### src/rtl/led_pkg.sv
// Shared LED sequencing types: colour word, sequencer state encoding and
// the fixed eight-entry colour palette.
package led_pkg;

    typedef logic [23:0] rgb_t;

    typedef enum logic [1:0] {
        IDLE   = 2'd0,
        FADING = 2'd1,
        DWELL  = 2'd2
    } seq_state_t;

    localparam int MAX_COLORS = 8;

    // {R,G,B}: red, orange, yellow, green, cyan, blue, violet, white
    localparam rgb_t PALETTE [MAX_COLORS] = '{
        24'hFF0000, 24'hFF8000, 24'hFFFF00, 24'h00FF00,
        24'h00FFFF, 24'h0000FF, 24'h8000FF, 24'hFFFFFF
    };

    function automatic logic [2:0] next_index(input logic [2:0] idx, input int num_colors);
        return (idx == 3'(num_colors - 1)) ? 3'd0 : idx + 3'd1;
    endfunction

endpackage

### src/rtl/button_edge_detect.sv
// Two-flop synchroniser for a raw push-button followed by a rising-edge
// detector; a held button yields a single one-cycle pulse.
module button_edge_detect (
    input  logic clk,
    input  logic reset_n,
    input  logic btn_in,
    output logic pulse_out
);

    // [0] metastability catcher, [1] synchronised level, [2] previous level
    logic [2:0] sync_q;

    // NOTE: sequential state uses non-blocking assignments so every flop
    // samples the pre-edge value of its neighbour, giving a true shift register.
    always_ff @(posedge clk or negedge reset_n) begin
        if (!reset_n) begin
            sync_q <= '0;
        end else begin
            sync_q <= {sync_q[1:0], btn_in};
        end
    end

    // High in the cycle before the 3rd edge after the press, so the
    // consumer acts on that 3rd edge.
    assign pulse_out = sync_q[1] & ~sync_q[2];

endmodule

### src/rtl/color_sequencer.sv
// Steps a fading controller through the palette: fade to each colour, dwell,
// advance; a synchronised skip button forces an immediate advance.
module color_sequencer
    import led_pkg::*;
#(
    parameter int NUM_COLORS   = 8,
    parameter int DWELL_CYCLES = 50_000_000,
    parameter int DONE_BLANK   = 2
) (
    input  logic        clk,
    input  logic        reset_n,
    input  logic        enable,
    input  logic        skip_btn,
    input  logic        transition_done,
    output logic [23:0] target_color,
    output logic [2:0]  color_index,
    output logic [1:0]  seq_state,
    output logic        color_advanced
);

    localparam int CNT_W   = (DWELL_CYCLES > 1) ? $clog2(DWELL_CYCLES) : 1;
    localparam int BLANK_W = (DONE_BLANK > 0) ? $clog2(DONE_BLANK + 1) : 1;
    localparam logic [CNT_W-1:0]   DWELL_LAST = CNT_W'(DWELL_CYCLES - 1);
    localparam logic [BLANK_W-1:0] BLANK_LOAD = BLANK_W'(DONE_BLANK);

    seq_state_t         state_q, state_d;
    logic [2:0]         index_q, index_d;
    rgb_t               target_q, target_d;
    logic               advanced_q, advanced_d;
    logic [CNT_W-1:0]   dwell_q, dwell_d;
    logic [BLANK_W-1:0] blank_q, blank_d;
    logic               skip_pulse;
    logic               adv_req;
    logic [2:0]         index_next;

    button_edge_detect u_skip (
        .clk      (clk),
        .reset_n  (reset_n),
        .btn_in   (skip_btn),
        .pulse_out(skip_pulse)
    );

    always_ff @(posedge clk or negedge reset_n) begin
        if (!reset_n) begin
            state_q    <= IDLE;
            index_q    <= '0;
            target_q   <= '0;
            advanced_q <= 1'b0;
            dwell_q    <= '0;
            blank_q    <= '0;
        end else begin
            state_q    <= state_d;
            index_q    <= index_d;
            target_q   <= target_d;
            advanced_q <= advanced_d;
            dwell_q    <= dwell_d;
            blank_q    <= blank_d;
        end
    end

    // NOTE: every variable gets its hold value first so no path through the
    // block leaves one unassigned, which would otherwise infer a latch.
    always_comb begin
        state_d    = state_q;
        index_d    = index_q;
        target_d   = target_q;
        advanced_d = 1'b0;
        dwell_d    = dwell_q;
        blank_d    = blank_q;
        adv_req    = 1'b0;
        index_next = next_index(index_q, NUM_COLORS);

        // Dropping enable outranks skip and done; the index is kept for resume.
        if (!enable) begin
            state_d  = IDLE;
            target_d = '0;
        end else begin
            unique case (state_q)
                IDLE: begin
                    state_d  = FADING;
                    target_d = PALETTE[index_q];
                    blank_d  = BLANK_LOAD;
                end
                FADING: begin
                    if (skip_pulse) begin
                        adv_req = 1'b1;
                    end else if (blank_q != '0) begin
                        blank_d = blank_q - BLANK_W'(1);
                    end else if (transition_done) begin
                        state_d = DWELL;
                        dwell_d = '0;
                    end
                end
                DWELL: begin
                    if (skip_pulse || dwell_q == DWELL_LAST) begin
                        adv_req = 1'b1;
                    end else begin
                        dwell_d = dwell_q + CNT_W'(1);
                    end
                end
                default: state_d = IDLE;
            endcase
        end

        if (adv_req) begin
            state_d    = FADING;
            index_d    = index_next;
            target_d   = PALETTE[index_next];
            advanced_d = 1'b1;
            blank_d    = BLANK_LOAD;
        end
    end

    assign target_color   = target_q;
    assign color_index    = index_q;
    assign seq_state      = state_q;
    assign color_advanced = advanced_q;

endmodule

### config.mk
export PLATFORM = sky130hd
export DESIGN_NAME = color_sequencer
export DESIGN_NICKNAME = d
export VERILOG_FILES = /design/src/rtl/led_pkg.sv /design/src/rtl/button_edge_detect.sv /design/src/rtl/color_sequencer.sv
export SDC_FILE = /design/constraint.sdc
export NUM_CORES = 1
export LEC_CHECK = 0
export ABC_AREA = 0
export BUFFER_PORTS_ARGS = -buffer_cell sky130_fd_sc_hd__buf_2
export CAP_MARGIN = 20
export CELL_PAD_IN_SITES_DETAIL_PLACEMENT = 0
export CELL_PAD_IN_SITES_GLOBAL_PLACEMENT = 2
export CORE_ASPECT_RATIO = 0.6
export CORE_MARGIN = 2
export CORE_UTILIZATION = 40
export CTS_BUF_LIST = sky130_fd_sc_hd__clkbuf_4 sky130_fd_sc_hd__clkbuf_8
export DETAILED_ROUTE_END_ITERATION = 10
export PLACE_DENSITY = 0.92
export SYNTH_ARGS = -nofsm -noshare
export SYNTH_HDL_FRONTEND = slang
export SYNTH_SLANG_ARGS = --single-unit
### constraint.sdc
create_clock -name clk -period 4.45 [get_ports clk]
set_input_delay 0.89 -clock clk [delete_from_list [all_inputs] [get_ports clk]]
set_output_delay 0.89 -clock clk [all_outputs]
set_load 0.01 [all_outputs]
==> impl_metrics.json <==
{
  "core_region_area_sq_um": 6140,
  "yosys.area.top_type": "dfrtp_1",
  "postPlaceCellArea_sq_um": 2650,
  "period_share_pct": 57.6,
  "gr-usage-all-layers_pct": 16.3,
  "pin_count": 35,
  "cap_violations": 0,
  "wire_per_inst_microns": 14.2,
  "postCtsSetupBuffers": 0,
  "ys_dominant_reg_cell": "dfrtp_1",
  "cts_buffers": 5,
  "finalSetupViolCount": 0,
  "start_kind": "flip-flop",
  "die_area_sq_um": 7080,
  "synth_area_sq_um": 2560,
  "worstSetupEndpointType": "flip-flop",
  "nets": 306,
  "syn2layout_area_growth_pct": 7.76,
  "cpPeakStageDelay_ns": 0.42,
  "crit_chain": "inv_1 -> ha_1 -> nand3_1 -> a211oi_4 -> o31ai_2 -> buf_4 -> or4_1 -> a21oi_1",
  "synthTopCellsByArea": "dfrtp_1 41%, buf_4 6.4%, ha_1 5.9%",
  "async_flop_share_pct": 100,
  "rsz0062_at_grt": "false",
  "htree_levels": 2,
  "ir_drop_mv": 0.304,
  "first_iter_violations": 112,
  "dr_total_vias": 1906,
  "required_ns": 4.68,
  "status": "completed",
  "worstSetupPathType": "flip-flop to flip-flop",
  "synth_top_family_by_area": "simple AND/OR/NAND/NOR gates",
  "synth_top_area_share_pct": 41.0,
  "gp_congestion": 0.782,
  "numPortBuffers": 34,
  "hold_path.class": "flip-flop to flip-flop",
  "reg2reg_to": "dwell_q[5]$_DFFE_PN0P_",
  "grt_pass1_wl_microns": 8740,
  "synth_xor_area_share_pct": 2.05,
  "hold_viol": 0,
  "layout_common_cells": "42 x dfrtp_1, 34 x buf_2, 27 x nand2_1",
  "synth_compound_area_share_pct": 15.9,
  "drt_wl_total_microns": 5300,
  "relSlewSlack_pct": 36.5,
  "cts_sinks": 42,
  "clkTransAtPathRegs_ns": 0.08,
  "timing.final.crit_period_ns": 2.56,
  "max_freq_mhz": 390,
  "ys_seq_area_share_pct": 41.0,
  "whs_path_depth": 0,
  "critPathBufInv": 2,
  "slowest_stage": "dfrtp_1",
  "gr-total-overflow": 0,
  "routed_via_density": 5.10,
  "grt_max_degree": 43,
  "slew_violations": 0,
  "cp_max_fo": 24,
  "hold_end": "u_skip.sync_q[1]$_DFF_PN0_",
  "fill_cells": 595,
  "worstHoldStart": "u_skip.sync_q[0]$_DFF_PN0_",
  "clk_latency_ns": 0.31,
  "synth_enable_flop_cells": 0,
  "fin_skew_ns": 0.00805,
  "die_w_microns": 107,
  "r2r_setup_slack_ns": 1.89,
  "start_util_pct": 41.7,
  "final_util_pct": 45.0,
  "cellPowerDensity_nw_per_um2": 502,
  "finalPower_mw": 1.39,
  "drc_errors": 0,
  "holdWs_ns": 0.358,
  "worst_pin_slew_ns": 0.952,
  "drive_gt1_share_pct": 20.0,
  "reg2reg_from": "seq_state[1]$_DFFE_PN0P_",
  "mappedNetlistNets": 292,
  "ys_seq_elements": 42,
  "antennaDiodeCount": 0,
  "final_common_cell": "dfrtp_1",
  "r2r_cells": 8,
  "dr.pass1.iters": 4,
  "final_cell_area_sq_um": 2760,
  "cts_tree": "yes",
  "postSynthCellCount": 275,
  "muxShareOfSynthArea_pct": 2.49,
  "antenna_left": 0,
  "p_leak_nw": 1.25,
  "dpl.hpwl_microns": 3780,
  "cts_hold_buf": 0,
  "yosysWarnings": 0,
  "fp.dieH_microns": 66.0,
  "synth_cell_type_count": 49,
  "synth_adder_area_share_pct": 5.86,
  "cp.arrival_ns": 2.79,
  "syn_avg_cell_area_sq_um": 9.32,
  "post_cts_resized": 0,
  "antenna_found_initial": 0,
  "crit_family": "compound AO/OA/AOI/OAI gates",
  "cts-root-buf": "clkbuf_8",
  "clockBufferDepth": 2,
  "synthSimpleGateAreaFrac_pct": 23.0,
  "grt_pass1_vias": 1733,
  "rows": 22,
  "fin_tns_setup_ns": 0
}
[Yosys cell counts (all sizes together) (4+ instances only)]
library cell   n
a211oi         7
clkbuf         4
dfrtp         42
nand4          9
nor3           4
or4            5
o21a           4
buf           26
nand2         27
a21oi         15
ha            12
or3           13
o211ai         4
nor2          16
nand3         11
nor2b          5
o21ai         22
inv           11
[metrics by stage]
stage,std cells,setup slack (ns)
after floorplan,275,2.12
after global placement,366,1.85
after detailed placement,366,1.83
after CTS,374,1.89
after global routing,374,1.69
final,374,1.89
[state kept, by name, indices dropped and copies added (netlist names)]
signal	count
target_color	5
color_advanced	1
u_skip.sync_q	3
blank_q	2
seq_state	2
dwell_q	26
color_index	3
[how the worst max path moves through the flow]
stage	from	to	slack, ns	cells after the start
floorplan	enable	dwell_q[5]$_DFFE_PN0P_	2.12	7
global placement	transition_done	dwell_q[5]$_DFFE_PN0P_	1.85	7
detailed placement	enable	dwell_q[5]$_DFFE_PN0P_	1.83	7
CTS	seq_state[1]$_DFFE_PN0P_	dwell_q[5]$_DFFE_PN0P_	1.89	8
global route	seq_state[1]$_DFFE_PN0P_	dwell_q[5]$_DFFE_PN0P_	1.69	8
finish	seq_state[1]$_DFFE_PN0P_	dwell_q[5]$_DFFE_PN0P_	1.89	8
[cells by family after synthesis]
logic type      count (synthesis)
flops                          42
fa+ha+maj                      12
mux                             6
xor+xnor                        6
compound gates                 61
simple gates                  107
buf+inv                        41
[cell type report]
type / count / area (sq um) / area share (%)
inverters: 11 / 41.3 / 1.50
clock buffers: 5 / 68.8 / 2.49
multi-input cells: 192 / 1260 / 45.7
clock inverters: 3 / 40.0 / 1.45
well taps: 84 / 105 / 3.81
repair buffers: 37 / 193 / 6.98
flip-flops and latches: 42 / 1050 / 38.1
[power by group]
part	internal [mW]	switching (mW)	total (mW)
clock	0.165	0.139	0.305
combinational	0.248	0.330	0.578
sequential	0.435	0.0675	0.503
total	0.849	0.537	1.39
[metal layers]
layer | global-route usage [%] | part of all wire [%]
met1 | 26.0 | 58
met2 | 19.5 | 37
met3 | 5.12 | 4.1
met4 | 5.77 | 1.4
met5 | 0 | 0
(Power assumes the default switching activity.)
